==> src/rtl/eth_tx_arbiter.sv <==
// -----------------------------------------------------------------------------
// eth_tx_arbiter
//
// Shares one byte-wide Ethernet transmit path between NREQ frame sources.
// Whole frames are granted round-robin; the winner's SoF/Val/EoF/Data beats
// are muxed through one register stage to the MAC side. Every frame end
// (EoF beat, truncation at MAX_LEN, or start timeout) is followed by an
// inter-frame gap of IFG_CYCLES idle cycles before the next grant decision.
//
// Beat handshake: there is no backpressure. A source may present a beat
// only while its GntOut bit is high; a beat is taken on every rising Clk
// edge where ValIn[i] is high for the granted lane. On the MAC side a beat
// is present on every cycle where ValOut is high and must be consumed in
// that cycle. SoF/EoF qualify the beat only while the matching valid is high.
//
// Ports
//   Clk          in   1        system clock, rising edge
//   nReset       in   1        asynchronous active-low reset
//   ReqIn        in   NREQ     level request per source
//   SoFIn        in   NREQ     start-of-frame per source (qualified by ValIn)
//   EoFIn        in   NREQ     end-of-frame per source (qualified by ValIn)
//   ValIn        in   NREQ     byte valid per source
//   DataIn       in   8*NREQ   byte per source, source i on [8*i+7:8*i]
//   GntOut       out  NREQ     one-hot grant, registered
//   SoFOut       out  1        start-of-frame to MAC
//   EoFOut       out  1        end-of-frame to MAC
//   ValOut       out  1        byte valid to MAC
//   DataOut      out  8        byte to MAC (holds when ValOut is low)
//   ErrOut       out  1        pulse with the beat that truncates a frame
//   TimeoutOut   out  1        pulse when a grant is revoked for no SoF
//   BusyOut      out  1        high whenever the arbiter is not IDLE
//   DbgStateOut  out  2        current FSM state (0 IDLE,1 GRANT,2 XFER,3 GAP)
// -----------------------------------------------------------------------------
module eth_tx_arbiter #(
    parameter int NREQ       = 2,
    parameter int IFG_CYCLES = 12,
    parameter int START_TO   = 1024,
    parameter int MAX_LEN    = 1518
) (
    input  logic              Clk,
    input  logic              nReset,
    input  logic [NREQ-1:0]   ReqIn,
    input  logic [NREQ-1:0]   SoFIn,
    input  logic [NREQ-1:0]   EoFIn,
    input  logic [NREQ-1:0]   ValIn,
    input  logic [8*NREQ-1:0] DataIn,
    output logic [NREQ-1:0]   GntOut,
    output logic              SoFOut,
    output logic              EoFOut,
    output logic              ValOut,
    output logic [7:0]        DataOut,
    output logic              ErrOut,
    output logic              TimeoutOut,
    output logic              BusyOut,
    output logic [1:0]        DbgStateOut
);

    localparam int IDXW = (NREQ > 1) ? $clog2(NREQ) : 1;

    // Terminal counts for the 16-bit counters. The timer is compared
    // against START_TO-1 so that the grant is held for exactly START_TO
    // cycles; the gap counter likewise ends after IFG_CYCLES cycles.
    localparam logic [15:0] START_LAST = 16'(START_TO - 1);
    localparam logic [15:0] MAX_LEN_W  = 16'(MAX_LEN);
    localparam logic [15:0] GAP_LAST   = (IFG_CYCLES > 0) ? 16'(IFG_CYCLES - 1) : 16'd0;

    typedef enum logic [1:0] {
        ST_IDLE  = 2'd0,
        ST_GRANT = 2'd1,
        ST_XFER  = 2'd2,
        ST_GAP   = 2'd3
    } state_t;

    // -------------------------------------------------------------------------
    // State and registered outputs
    // -------------------------------------------------------------------------
    state_t            state_q,   state_d;
    logic [IDXW-1:0]   last_q,    last_d;     // last-served index, also the granted lane
    logic [NREQ-1:0]   gnt_q,     gnt_d;
    logic [15:0]       timer_q,   timer_d;    // cycles spent in GRANT
    logic [15:0]       beat_q,    beat_d;     // beats forwarded in the current frame
    logic [15:0]       gap_q,     gap_d;      // cycles spent in GAP
    logic              sof_q,     sof_d;
    logic              eof_q,     eof_d;
    logic              val_q,     val_d;
    logic [7:0]        data_q,    data_d;
    logic              err_q,     err_d;
    logic              to_q,      to_d;
    logic              busy_q,    busy_d;

    // Granted-lane view of the inputs. Only this lane is ever looked at.
    logic              lane_val;
    logic              lane_sof;
    logic              lane_eof;
    logic [7:0]        lane_data;

    // Round-robin selection results
    logic              rr_found;
    logic [IDXW-1:0]   rr_sel;
    logic [IDXW-1:0]   rr_cand;

    // Saturating increment; with the legal parameter ranges the counters
    // never reach the ceiling, saturation only guards against wrap.
    function automatic logic [15:0] sat_inc(input logic [15:0] v);
        return (v == 16'hFFFF) ? v : v + 16'd1;
    endfunction

    always_comb begin
        lane_val  = ValIn[last_q];
        lane_sof  = SoFIn[last_q];
        lane_eof  = EoFIn[last_q];
        lane_data = DataIn[{last_q, 3'b000} +: 8];
    end

    // First requesting index after the last-served one, wrapping modulo NREQ.
    // Starting the search at last+1 and ending at last itself gives a fair
    // rotation where the last-served source has the lowest priority.
    always_comb begin
        rr_found = 1'b0;
        rr_sel   = '0;
        rr_cand  = '0;
        for (int k = 1; k <= NREQ; k++) begin
            rr_cand = IDXW'((int'(last_q) + k) % NREQ);
            if (!rr_found && ReqIn[rr_cand]) begin
                rr_found = 1'b1;
                rr_sel   = rr_cand;
            end
        end
    end

    // -------------------------------------------------------------------------
    // Next-state and next-output logic
    // -------------------------------------------------------------------------
    always_comb begin
        state_d = state_q;
        last_d  = last_q;
        gnt_d   = gnt_q;
        timer_d = timer_q;
        beat_d  = beat_q;
        gap_d   = gap_q;
        // Beat strobes and pulses are single-cycle unless re-asserted below.
        sof_d   = 1'b0;
        eof_d   = 1'b0;
        val_d   = 1'b0;
        err_d   = 1'b0;
        to_d    = 1'b0;
        // DataOut holds its last value between beats.
        data_d  = data_q;

        unique case (state_q)
            ST_IDLE: begin
                if (rr_found) begin
                    state_d = ST_GRANT;
                    last_d  = rr_sel;
                    gnt_d   = {{(NREQ-1){1'b0}}, 1'b1} << rr_sel;
                    timer_d = 16'd0;
                end
            end

            ST_GRANT: begin
                // A SoF beat on the last allowed cycle still wins over the
                // timeout. Valid beats without SoF are silently discarded.
                if (lane_val && lane_sof) begin
                    val_d  = 1'b1;
                    sof_d  = 1'b1;
                    data_d = lane_data;
                    beat_d = 16'd1;
                    if (lane_eof) begin
                        // Single-beat frame: SoF and EoF together.
                        eof_d   = 1'b1;
                        gnt_d   = '0;
                        gap_d   = 16'd0;
                        state_d = ST_GAP;
                    end else begin
                        state_d = ST_XFER;
                    end
                end else if (timer_q == START_LAST) begin
                    gnt_d   = '0;
                    to_d    = 1'b1;
                    gap_d   = 16'd0;
                    state_d = ST_GAP;
                end else begin
                    timer_d = sat_inc(timer_q);
                end
            end

            ST_XFER: begin
                if (lane_val) begin
                    // SoFIn is deliberately not looked at here: a repeated
                    // SoF mid-frame travels as ordinary data.
                    val_d  = 1'b1;
                    data_d = lane_data;
                    beat_d = sat_inc(beat_q);
                    if (lane_eof) begin
                        eof_d   = 1'b1;
                        gnt_d   = '0;
                        gap_d   = 16'd0;
                        state_d = ST_GAP;
                    end else if (sat_inc(beat_q) == MAX_LEN_W) begin
                        // Truncation: close the frame on the MAC side and
                        // flag it; the source's remaining beats are dropped
                        // because it no longer holds the grant.
                        eof_d   = 1'b1;
                        err_d   = 1'b1;
                        gnt_d   = '0;
                        gap_d   = 16'd0;
                        state_d = ST_GAP;
                    end
                end
            end

            ST_GAP: begin
                if (gap_q >= GAP_LAST) begin
                    state_d = ST_IDLE;
                end else begin
                    gap_d = sat_inc(gap_q);
                end
            end

            default: begin
                state_d = ST_IDLE;
                gnt_d   = '0;
            end
        endcase

        busy_d = (state_d != ST_IDLE);
    end

    // -------------------------------------------------------------------------
    // Registers. Asynchronous reset drops every output at once, so a frame
    // cut by reset simply ends without an EoF beat.
    // -------------------------------------------------------------------------
    always_ff @(posedge Clk or negedge nReset) begin
        if (!nReset) begin
            state_q <= ST_IDLE;
            last_q  <= IDXW'(NREQ - 1);
            gnt_q   <= '0;
            timer_q <= 16'd0;
            beat_q  <= 16'd0;
            gap_q   <= 16'd0;
            sof_q   <= 1'b0;
            eof_q   <= 1'b0;
            val_q   <= 1'b0;
            data_q  <= 8'd0;
            err_q   <= 1'b0;
            to_q    <= 1'b0;
            busy_q  <= 1'b0;
        end else begin
            state_q <= state_d;
            last_q  <= last_d;
            gnt_q   <= gnt_d;
            timer_q <= timer_d;
            beat_q  <= beat_d;
            gap_q   <= gap_d;
            sof_q   <= sof_d;
            eof_q   <= eof_d;
            val_q   <= val_d;
            data_q  <= data_d;
            err_q   <= err_d;
            to_q    <= to_d;
            busy_q  <= busy_d;
        end
    end

    assign GntOut      = gnt_q;
    assign SoFOut      = sof_q;
    assign EoFOut      = eof_q;
    assign ValOut      = val_q;
    assign DataOut     = data_q;
    assign ErrOut      = err_q;
    assign TimeoutOut  = to_q;
    assign BusyOut     = busy_q;
    assign DbgStateOut = state_q;

endmodule
==> config.mk <==
export PLATFORM = sky130hd
export DESIGN_NAME = eth_tx_arbiter
export DESIGN_NICKNAME = d
export VERILOG_FILES = /design/src/rtl/eth_tx_arbiter.sv
export SDC_FILE = /design/constraint.sdc
export NUM_CORES = 1
export LEC_CHECK = 0
export CAP_MARGIN = 20
export CORE_MARGIN = 5
export CORE_UTILIZATION = 60
export CTS_BUF_LIST = sky130_fd_sc_hd__clkbuf_16
export CTS_CLUSTER_DIAMETER = 100
export DETAILED_ROUTE_END_ITERATION = 7
export HOLD_SLACK_MARGIN = 0.05
export PLACE_DENSITY = 0.95
export RECOVER_POWER = 25
export SLEW_MARGIN = 20
export SYNTH_ARGS = -nofsm -noshare
export SYNTH_HDL_FRONTEND = slang
export SYNTH_SLANG_ARGS = --single-unit
==> constraint.sdc <==
create_clock -name Clk -period 5.3 [get_ports Clk]
set_clock_uncertainty 0.2 [all_clocks]
set_input_delay 0.795 -clock Clk [delete_from_list [all_inputs] [get_ports Clk]]
set_output_delay 0.795 -clock Clk [all_outputs]
set_load 0.01 [all_outputs]
Yosys cells after proc, flatten, opt, wreduce, memory -nomap -nowiden
Cells that the tools add are included.
Cells by class
  $add $sub $neg: 5
  order comparisons: 4
  equality and inequality tests: 19
  shifts and indexed selects: 2
  multiplexer cells: 68
  reductions and logical operators: 14
Operator list (count)
  16-bit 2-to-1 mux: 15
  16-bit one-hot mux with 2 select lines: 2
  16-bit by 1-bit adder with 16-bit output (second input constant): 3
  16-bit == test (second input constant): 3
  16-bit one-hot mux with 3 select lines: 1
  1-bit 2-to-1 mux: 29
  2-bit 2-to-1 mux: 14
  16-bit by 10-bit == test with 1-bit output (second input constant): 1
  16-bit by 11-bit == test with 1-bit output (second input constant): 1
  16-bit by 4-bit >= comparator with 1-bit output (second input constant): 1
  8-bit 2-to-1 mux: 2
  2-bit != test (second input constant): 8
  8-bit one-hot mux with 2 select lines: 1
  16-bit by 5-bit variable part select with 8-bit output: 1
  3-bit != test (second input constant): 3
  2-bit one-hot mux with 4 select lines: 1
  7-bit AND reduction: 1
  1-bit by 2-bit < comparator with 1-bit output (second input constant): 3
  2-bit one-hot mux with 3 select lines: 1
  6-bit AND reduction: 1
  2-bit nonzero test: 3
  3-bit nonzero test: 2
  5-bit AND reduction: 1
  2-bit == test (second input constant): 2
  9 further kinds: 12
Word-level totals
  register bits after elaboration: 67
  output and inout port bits: 18

Logic depth before layout (Yosys ltp)
Gate-level depths: netlist (run 1).
  depth in word-level cells: 10
  mapped depth: 12
  gate-level depth less buffers: 9

Least setup slack after synthesis (run 1)
OpenSTA, ideal clock, no wires.
  path kind: register -> register
  from: register beat_q[1]
  to: register gap_q[8]
  arrival time: 3192 ps
  required time: 5035 ps
  slack: 1843 ps
  stages on the path, launching flop included: 12
  buffers on the path: 2
  period minus slack after synthesis: 3457 ps
  cells stage by stage: dfrtp_1 -> ha_1 -> buf_2 -> nand4_2 -> nor4_1 -> mux2_1 -> or4_4 -> nor4_4 -> o211ai_2 -> buf_2 -> nor4_1 -> o22a_1
Between the ends
  cells in the longest elaborated chain, start to end: 5
  elaborated cells on any way between the ends: 6
  classes of those cells: add/sub (1); eq/ne (3); mux (1); reduce/logical (1)
Ends and longest elaborated chain
  from (decl): RTL line 81  | logic [15:0] beat_q, beat_d;
  from (signal assigned): RTL line 253  | beat_q <= beat_d;
  16-bit by 1-bit adder with 16-bit output / 16-bit == test (equally long branches): RTL line 105  | return (v == 16'hFFFF) ? v : v + 16'd1;
  16-bit 2-to-1 mux (*): RTL line 105
  16-bit by 11-bit == test with 1-bit output (*): RTL line 199  | end else if (sat_inc(beat_q) == MAX_LEN_W) begin
  3-bit != test (no line) (*)
  7-bit AND reduction (no line) (*)
  to (signal assigned): RTL line 254  | gap_q <= gap_d;
  to (decl): RTL line 82  | logic [15:0] gap_q, gap_d;
Every way passes the cells marked *; elsewhere a longest branch is shown, timed or not.
A chain may end at the register's enable or synchronous reset.

Worst setup path after layout (run 1)
  from: register beat_q[0]
  to: register gap_q[7]
Same word-level chain as after synthesis.

==> results of run 1 <==
-- worst max path at each step --
stage | startpoint | slack, ps | end
finish | beat_q[0] | 1060 | gap_q[7]
global route | nReset | 670 | timer_q[10]
CTS | beat_q[0] | 890 | gap_q[11]
detailed placement | beat_q[0] | 920 | gap_q[11]
global placement | beat_q[0] | 1260 | gap_q[11]
floorplan | beat_q[1] | 1840 | gap_q[8]
-- critical path, delay by kind of cell (launching register included) --
kind / cells / cell delay [ps]
adder cells (fa/ha/maj): 1 / 380
multiplexers: 1 / 400
AND/OR/NAND/NOR: 5 / 2150
AO/OA/AOI/OAI: 2 / 530
flip-flops: 1 / 510
-- power by group --
part	internal, W	switching, W	leakage, nW	total [W]
registers	0.000600	0.0000932	0.906	0.000693
clock network	0.000304	0.000203	0.123	0.000508
logic	0.000320	0.000547	1.03	0.000868
total	0.00122	0.000844	2.06	0.00207
-- routing by layer --
layer | up-vias | part of all wire | GRT usage
met1 | 1838 | 0.42 | 0.2992
met4 | 0 | 0.022 | 0.1077
met3 | 26 | 0.079 | 0.05768
met2 | 169 | 0.48 | 0.3946
li1 | 1780 | - | -
met5 | - | 0 | 0
-- cell type report --
cell class              count  area, sq um
multi-input cells         355         2243
repair buffers             45        435.4
fillers                   486         1953
flip-flops and latches     67         1678
clock buffers               9        225.2
inverters                  16        60.06
well taps                  80        100.1
clock inverters             5        23.77
-- placed cells by master (no fill, tap or decap), drive strengths merged, types with 2 or more instances in the layout --
master	n
clkdlybuf4s50	41
o211ai	4
or3	5
a22oi	2
mux2i	13
ha	8
nor2b	2
and4	3
a22o	12
dfrtp	66
or4	3
and2	5
nor4	17
xnor2	5
mux2	4
nand3	20
nand2	59
clkinv	3
or2	4
clkbuf	11
o41ai	3
a21oi	16
nand2b	3
nand3b	4
nor3	21
a21o	8
o311ai	2
inv	17
nand4	13
a31oi	4
o31ai	8
and3	5
o22a	12
o21ai	52
nor2	25
-- state kept, by name, indices dropped and copies added (netlist names), 2 cells and up --
register and flops:
timer_q 16, DbgStateOut 2, beat_q 16, gap_q 16
GntOut 2, DataOut 8
-- through the flow --
stage | utilization | power, W | instances | instance area, sq um | setup slack [ps]
6_report | 0.7093 | 0.002068 | 577 | 4766 | 1058
5_1_grt | 0.7093 | 0.002198 | 577 | 4766 | 674.1
4_1_cts | 0.7088 | 0.002054 | 577 | 4762 | 886.3
3_5_place_dp | 0.6717 | 0.001538 | 563 | 4513 | 918.1
3_3_place_gp | 0.6717 | 0.001501 | 563 | 4513 | 1256
2_1_floorplan | - | 0.001269 | 464 | 4080 | 1843
-- kinds of logic after synthesis --
group | count (synthesis)
AND/OR/NAND/NOR | 193
AO/OA/AOI/OAI | 132
flip-flops | 67
buffers and inverters | 42
multiplexers | 17
adder cells (fa/ha/maj) | 8
XOR/XNOR | 5
==> summary.md, run 1 <==
| Metric | Value |
|---|---|
| Total Die Area | `8550 sq um` |
| Placement Rows | `30` |
| FF+latch count, synth | `67` |
| Async set-reset flop share out of synthesis | `1.000` |
| # IOs | `44` |
| Remaining global-route overflow | `0` |
| Hold path cells | `2` |
| Synth Warn # | `0` |
| Clk root buf | `clkbuf_16` |
| Worst-margin pin slew | `2591 ps` |
| Crit path max-delay cell type | `nor4_1` |
| Hold Crit Class | `reg2reg` |
| CTS tree | `yes` |
| WP data arrival | `4310 ps` |
| Netlist cell types | `56` |
| Post-CTS sizing | `0` |
| Cell taking the most area after synthesis | `dfrtp_1` |
| Startpoint type of the worst setup path | `register` |
| Crit Path Category | `reg2reg` |
| Crit share post-route | `0.8004` |
| Post-Synth XOR/XNOR Area | `0.01073` |
| Worst vdd ir | `257.4 uV` |
| Max Buffers Root-to-Sink | `2` |
| Max transition margin | `-0.7270` |
| Most instantiated cells after synthesis | `dfrtp_1, nand2_1, o21ai_0, nor2_1, nor3_1` |
| Fmax | `235.7 MHz` |
| Final WL | `9915 um` |
| Register area share after synthesis | `0.4112` |
| Min Tclk post-route | `4242 ps` |
| H-tree depth | `3` |
| Post-Synthesis Mean Instance Area | `8.793 sq um` |
| Reg2reg setup slack | `1060 ps` |
| Largest family of logic cells by synthesized area | `simple AND/OR/NAND/NOR gates` |
| Hold_ws | `273.8 ps` |
| EDFF count, synth | `0` |
| Hold Crit Start | `DataOut[1]` |
| Worst reg2reg endpoint | `gap_q[7]` |
| Die height | `92.47 um` |
| Failing checks | `capacitance limit, slew limit` |
| Worst R2R Path Depth | `9` |
| P per Cell Area | `434.0 nW/um^2` |
| Initial drt markers | `287` |
| Area grow syn2layout | `16.80%` |
| Max_cap viols | `1` |
| Main synth FF type | `dfrtp_1` |
| Crit end category | `register` |
| Post-synthesis mux area share | `0.04293` |
| CP max FO | `32` |
| Synth Area in Compound Gates | `0.2131` |
| Initial antenna violation count | `0` |
| # setup viols final | `0` |
| Simple-gate share of the synthesized area | `0.2564` |
| First-pass GRT wire length | `16490 um` |
| Slowest stage delay, CP | `560 ps` |
| CTS Sinks | `67` |
| Adder-cell area share of the yosys netlist | `0.02453` |
| Final Max Slew Viols | `50` |
| Vias in the first global route | `3687` |
| Unrepaired setup endpoints after global routing | `false` |
| Post-synth top area share | `0.4048` |
| Post-route ant nets | `0` |
| IO Port Bufs | `43` |
| DR vias/cell | `6.608` |
| Clock transition at path regs | `50 ps` |
| Gr usage total | `0.2399` |
| Initial Util | `0.6073` |
| DRC | `0` |
| Endpoint, Worst Hold | `DataOut[1]` |
| Worst skew pair latency | `330 ps` |
| Dpl hpwl | `6828 um` |
| Most frequent CP cell | `nor4_1` |
| DR WL/cell | `17.18 um` |
| DR vias | `3813` |
| Worst-path cell chain | `ha_1, nand4_2, nor4_1, mux2_1, or4_4, nor4_4, o211ai_4, nor4_1, o22a_1` |
| Post-CTS Hold Buffers | `0` |
| Core area | `6719 sq um` |
| Status | `complete, but fails checks` |
| CP Data Required Time | `5370 ps` |
| Final GP Congestion | `0.9726` |
| Syn Inst Count | `464` |
| TritonRoute pass-1 iters | `5` |
| Antenna fix cells | `0` |
| Nets@finish | `528` |
| Hold Violations, Final | `0` |
| Syn_nets | `498` |
| Setup repair bufs after CTS | `0` |
| Most numerous cell in the Yosys netlist | `dfrtp_1` |
| LEAKAGE | `2.059 nW` |
| Reg-to-Reg Start | `beat_q[0]` |
| Number of buffers created by CTS | `9` |
| Netlist Area Pre-Place | `4080 sq um` |
| Die width | `92.47 um` |
| Fin Setup TNS | `0 ps` |
| Largest net degree at the start of global routing | `50` |
| Synth top area cells | `dfrtp_1, nand2_1, o21ai_0, mux2i_1, nor3_1` |
| Layout cell share with drive strength beyond 1 | `0.05231` |
Power figures use the tool's default switching activity.
==> inputs of run 2 (changes only) <==
--- a/config.mk
+++ b/config.mk
@@ -7,12 +7,12 @@
 export LEC_CHECK = 0
 export CAP_MARGIN = 20
 export CORE_MARGIN = 5
-export CORE_UTILIZATION = 60
+export CORE_UTILIZATION = 57
 export CTS_BUF_LIST = sky130_fd_sc_hd__clkbuf_16
 export CTS_CLUSTER_DIAMETER = 100
 export DETAILED_ROUTE_END_ITERATION = 7
 export HOLD_SLACK_MARGIN = 0.05
-export PLACE_DENSITY = 0.95
+export PLACE_DENSITY = 0.91
 export RECOVER_POWER = 25
 export SLEW_MARGIN = 20
 export SYNTH_ARGS = -nofsm -noshare
==> constraint.sdc (replaced) <==
create_clock -name Clk -period 4.3 [get_ports Clk]
set_clock_uncertainty 0.2 [all_clocks]
set_input_delay 0.645 -clock Clk [delete_from_list [all_inputs] [get_ports Clk]]
set_output_delay 0.645 -clock Clk [all_outputs]
set_load 0.01 [all_outputs]
==> summary.md, run 2 (synthesis gave the netlist of run 1 again) <==
| Metric | Value |
|---|---|
| P per Cell Area | `551.6 nW/um^2` |
| Area after DPL | `4548 sq um` |
| Switching share of power | `0.4036` |
| Max_cap viols | `1` |
| Die height | `94.61 um` |
| Total Die Area | `8950 sq um` |
| Number of buffers created by CTS | `9` |
| CP max FO | `32` |
| DRC | `0` |
| Failing checks | `capacitance limit, slew limit` |
| First-pass GRT wire length | `16650 um` |
| Final Max Slew Viols | `42` |
| Seq pwr share | `0.319` |
| Fmax | `248.3 MHz` |
| Largest regs | `beat_q: 16 flops, gap_q: 16 flops, timer_q: 16 flops` |
| DR vias/cell | `6.363` |
| Startpoint type of the worst setup path | `register` |
| Setup repair bufs after CTS | `0` |
| CTS Sinks | `67` |
| Logic gate share of total power | `0.404` |
| Most frequent CP cell | `nor4_1` |
| Clock transition at path regs | `60 ps` |
| Initial Util | `0.5940` |
| Clk root buf | `clkbuf_16` |
| Reg2reg setup slack | `270 ps` |
| Final GP Congestion | `0.9972` |
| # IOs | `44` |
| Initial drt markers | `309` |
| GR Layer Usage met1 | `0.3087` |
| P_int | `0.001595 W` |
| CTS tree | `yes` |
| Post-route ant nets | `0` |
| Layout cell share with drive strength beyond 1 | `0.06786` |
| Final WL | `10040 um` |
| Commonest non-fill, non-tap cell in the layout | `dfrtp_1` |
| Post-CTS sizing | `0` |
| Critical path's top delay family | `simple AND/OR/NAND/NOR gates` |
| CP Data Required Time | `4370 ps` |
| Fin area | `4847 sq um` |
| Slowest stage delay, CP | `510 ps` |
| Switch Pwr | `0.001079 W` |
| LEAKAGE | `2.088 nW` |
| Initial antenna violation count | `0` |
| Core area | `6869 sq um` |
| Clock network power share | `0.276` |
| IO Port Bufs | `43` |
| H-tree depth | `3` |
| Crit share post-route | `0.9365` |
| WP data arrival | `4100 ps` |
| Min Tclk post-route | `4027 ps` |
| Most frequent cells in the layout | `dfrtp_1, nand2_1, clkdlybuf4s50_1, o21ai_0, nor2_1` |
| Post-CTS Hold Buffers | `0` |
| Max Buffers Root-to-Sink | `2` |
| Area grow syn2layout | `18.80%` |
| Nets@finish | `530` |
| Worst skew pair latency | `330 ps` |
| Crit path max-delay cell type | `dfrtp_1` |
| Worst-margin pin slew | `2130 ps` |
| Crit Path Category | `reg2reg` |
| Fin Setup TNS | `0 ps` |
| Dpl hpwl | `7023 um` |
| Placement Rows | `30` |
| Hold Violations, Final | `0` |
| Worst vdd ir | `441.6 uV` |
| DR WL/cell | `16.82 um` |
| Hold Crit Class | `reg2reg` |
| Antenna fix cells | `0` |
| Max transition margin | `-0.4198` |
| GR Util met2 | `0.3735` |
| Grt peak-use layer | `met2` |
| Crit end category | `register` |
| Grt met3 use | `0.07251` |
| Worst-path cell chain | `ha_1, nand4_2, nor4_1, mux2_1, or4_4, nor4_4, o211ai_2, buf_4, nor4_1, o22a_1` |
| TritonRoute pass-1 iters | `6` |
| DR vias | `3799` |
| Largest net degree at the start of global routing | `42` |
| Vias in the first global route | `3458` |
| Status | `complete, but fails checks` |
| Die width | `94.61 um` |
| Unrepaired setup endpoints after global routing | `false` |
| Gr usage total | `0.2347` |
| # setup viols final | `0` |
| Remaining global-route overflow | `0` |
| Crit path buf inv count | `1` |
## run 2: cell count changes in the layout (fill, tap and decap cells not counted), sizes merged
cell           previous run  this run
clkinvlp                  1         3
buf                       1         4
clkinv                    3         1
bufinv                    0         1
clkbuf                   11        10
inv                      17        18
dlygate4sd3               1         0
clkdlybuf4s50            41        42
## run 2: cell type report
class	count	area, sq um
clock buffer	9	225.2
clock inverter	7	75.07
fill	509	2022
inverter	16	60.06
multi-input combinational	355	2235
sequential	67	1678
tap	96	120.1
timing repair buffer	47	454.2
## run 2: worst min-delay path, cell delays in order, from the launching register on
cell and delay [ps]:
dfrtp_1 340, nand2_1 40, o21ai_0 60
## run 2: per-stage QoR
stage | setup WS (ps) | total power, W | instances | hold slack [ps] | util
after global placement | 541.0 | 0.001878 | 581 | 261.9 | 0.6621
after detailed placement | 394.9 | 0.001929 | 581 | 274.2 | 0.6621
after floorplan | 842.6 | 0.001564 | 464 | 149.4 | -
final | 273.0 | 0.002674 | 597 | 280.1 | 0.7056
after global routing | 75.85 | 0.002852 | 597 | 315.1 | 0.7056
after CTS | 375.0 | 0.002681 | 597 | 259.7 | 0.7058
## run 2: routing by layer
layer,vias to the layer above,wire length [um]
met5,-,0
met4,0,247
met3,28,860
met2,188,4813
met1,1788,4122
li1,1795,-
## run 2: final timing paths
check,from,endpoint,depth (start not counted)
max in group asynchronous,nReset,GntOut[0],2
max,beat_q[0],gap_q[12],10
min,DataOut[7],DataOut[7],2
min in group asynchronous,nReset,gap_q[11],1
max reg2reg,beat_q[0],gap_q[12],10
min reg2reg,DataOut[7],DataOut[7],2
## run 2: power groups by stage
stage	sequential, W	combinational [W]	clock (W)
final	0.000854	0.00108	0.000739
after floorplan	0.000839	0.000725	0
after global routing	0.000873	0.00120	0.000780
after global placement	0.000853	0.00103	0
after CTS	0.000854	0.00108	0.000752
after detailed placement	0.000864	0.00106	0
==> inputs of run 3 (changes only) <==
==> constraint.sdc (replaced) <==
create_clock -name Clk -period 3.95 [get_ports Clk]
set_clock_uncertainty 0.2 [all_clocks]
set_input_delay 0.5925 -clock Clk [delete_from_list [all_inputs] [get_ports Clk]]
set_output_delay 0.5925 -clock Clk [all_outputs]
set_load 0.01 [all_outputs]
==> summary.md, run 3 (synthesis gave the netlist of run 1 again) <==
| Metric | Value |
|---|---|
| Gr usage total | `0.2463` |
| DR vias | `3853` |
| Clock transition at path regs | `60 ps` |
| TritonRoute pass-1 iters | `5` |
| DRC | `0` |
| Seq pwr share | `0.316` |
| WP data arrival | `3690 ps` |
| Placement Rows | `30` |
| Initial antenna violation count | `0` |
| Commonest non-fill, non-tap cell in the layout | `dfrtp_1` |
| Worst R2R Path Depth | `10` |
| Fin Setup TNS | `0 ps` |
| Total Die Area | `8950 sq um` |
| Reg area | `1679 sq um` |
| Die width | `94.61 um` |
| Vias in the first global route | `3639` |
| H-tree depth | `3` |
| Clock network power share | `0.273` |
| Final WL | `10400 um` |
| # setup viols final | `0` |
| Worst reg2reg endpoint | `gap_q[11]` |
| IO Port Bufs | `43` |
| Max transition margin | `0.06882` |
| First-pass GRT wire length | `17390 um` |
| Hold Crit Class | `reg2reg` |
| Switching share of power | `0.4087` |
| Startpoint type of the worst setup path | `register` |
| Final GP Congestion | `0.9970` |
| CTS Sinks | `67` |
| Switch Pwr | `0.001202 W` |
| Area grow syn2layout | `19.50%` |
| Crit end category | `register` |
| CP endpoint | `gap_q[11]` |
| Max Buffers Root-to-Sink | `2` |
| P per Cell Area | `603.2 nW/um^2` |
| Hold Violations, Final | `0` |
| Largest net degree at the start of global routing | `44` |
| Antenna fix cells | `0` |
| Most frequent cells in the layout | `dfrtp_1, nand2_1, clkdlybuf4s50_1, o21ai_0, nor2_1` |
| LEAKAGE | `2.110 nW` |
| Filler cells | `499` |
| Unrepaired setup endpoints after global routing | `false` |
| Logic gate share of total power | `0.410` |
| # IOs | `44` |
| Status | `finished clean` |
| DR vias/cell | `6.411` |
| Min Tclk post-route | `3623 ps` |
| Die height | `94.61 um` |
| CTS tree | `yes` |
| Crit Path Category | `reg2reg` |
| P_int | `0.001739 W` |
| Reg-to-Reg Start | `beat_q[1]` |
| Core area | `6869 sq um` |
| Hold path cells | `2` |
| Fmax | `276.0 MHz` |
| Post-route ant nets | `0` |
| Reg2reg setup slack | `330 ps` |
| Initial drt markers | `268` |
| Layout cell share with drive strength beyond 1 | `0.07129` |
| Worst Setup SP | `beat_q[1]` |
| Multi-input combinational cell area | `2241 sq um` |
| Crit share post-route | `0.9173` |
| Initial Util | `0.5940` |
| Remaining global-route overflow | `0` |
| Nets@finish | `534` |
| Worst vdd ir | `438.8 uV` |
| DR WL/cell | `17.30 um` |
| CP Data Required Time | `4020 ps` |
| Max_cap viols | `0` |
| Clk root buf | `clkbuf_16` |
| Final Max Slew Viols | `0` |
| Dpl hpwl | `7200 um` |
| Worst-margin pin slew | `1397 ps` |
| Largest regs | `beat_q: 16 flops, gap_q: 16 flops, timer_q: 16 flops` |
| Setup repair bufs after CTS | `0` |
| Number of buffers created by CTS | `9` |
| Hold_ws | `277.5 ps` |
| CP max FO | `32` |
| Worst skew pair latency | `340 ps` |
## run 3: cell types whose count changed in the layout (fill, tap and decap cells not counted)
cell and change:
buf_4 +2, clkbuf_1 +1, clkinv_1 +1, clkinvlp_4 -2
dfrtp_1 -1, dfrtp_2 +1, dlygate4sd3_1 +1, inv_1 +1
nor4_1 -1, nor4_2 +1
## run 3: what timing repair did
| action | CTS | global route |
|---|---|---|
| endpoints found under the setup margin | 0 | 11 |
| hold endpoints to repair | 0 | 16 |
| resized for setup | 0 | 2 |
| hold buffers | 0 | 1 |
## run 3: power by group through the flow
stage          Sequential [W]  Combinational (W)  Clock (W)
6_report             0.000931            0.00121   0.000804
5_1_grt              0.000953            0.00132   0.000832
3_3_place_gp         0.000927            0.00113          0
4_1_cts              0.000928            0.00119   0.000808
2_1_floorplan        0.000913           0.000789          0
3_5_place_dp         0.000939            0.00118          0
## run 3: per-stage QoR
step	area (sq um)	cells	utilization	total power, W	setup slack (ps)
after floorplan	4080	464	-	0.001702	492.6
after global placement	4563	583	0.6643	0.002055	350.0
after detailed placement	4563	583	0.6643	0.002121	200.4
after CTS	4856	599	0.7069	0.002929	183.9
after global routing	4876	601	0.7098	0.003101	3.005
final	4876	601	0.7098	0.002941	326.7
## run 3: layout make-up
| cell class | instances | share of cell area |
|---|---|---|
| Timing Repair Buffer | 51 | 0.09905 |
| Clock buffer | 9 | 0.04619 |
| Tap cell | 96 | 0.02463 |
| Clock inverter | 7 | 0.01386 |
| Multi-Input combinational cell | 355 | 0.4596 |
| Inverter | 16 | 0.01232 |
| Sequential cell | 67 | 0.3444 |
## run 3: metal layers
| metal | vias to the layer above | share of wire | global-route usage |
|---|---|---|---|
| li1 | 1800 | - | - |
| met5 | - | 0 | 0 |
| met4 | 0 | 0.020 | 0.09255 |
| met1 | 1835 | 0.40 | 0.3170 |
| met2 | 193 | 0.49 | 0.4016 |
| met3 | 25 | 0.082 | 0.05976 |
## run 3: worst min path at each step
| stage | from | to | slack, ps |
|---|---|---|---|
| 6_report | DataOut[1] | DataOut[1] | 280 |
| 5_1_grt | DataOut[6] | DataOut[6] | 300 |
| 3_3_place_gp | DataOut[1] | DataOut[1] | 260 |
| 3_5_place_dp | DataOut[1] | DataOut[1] | 270 |
| 2_1_floorplan | nReset | BusyOut | 100 |
| 4_1_cts | nReset | gap_q[9] | 250 |
## run 3: worst max-delay path, cell delays in order, from the launching register on
cell,delay (ps)
dfrtp_1,440
ha_1,220
nand4_2,230
nor4_2,370
mux2_1,380
or4_4,500
nor4_4,310
o211ai_2,120
buf_4,240
nor4_1,340
o22a_1,190
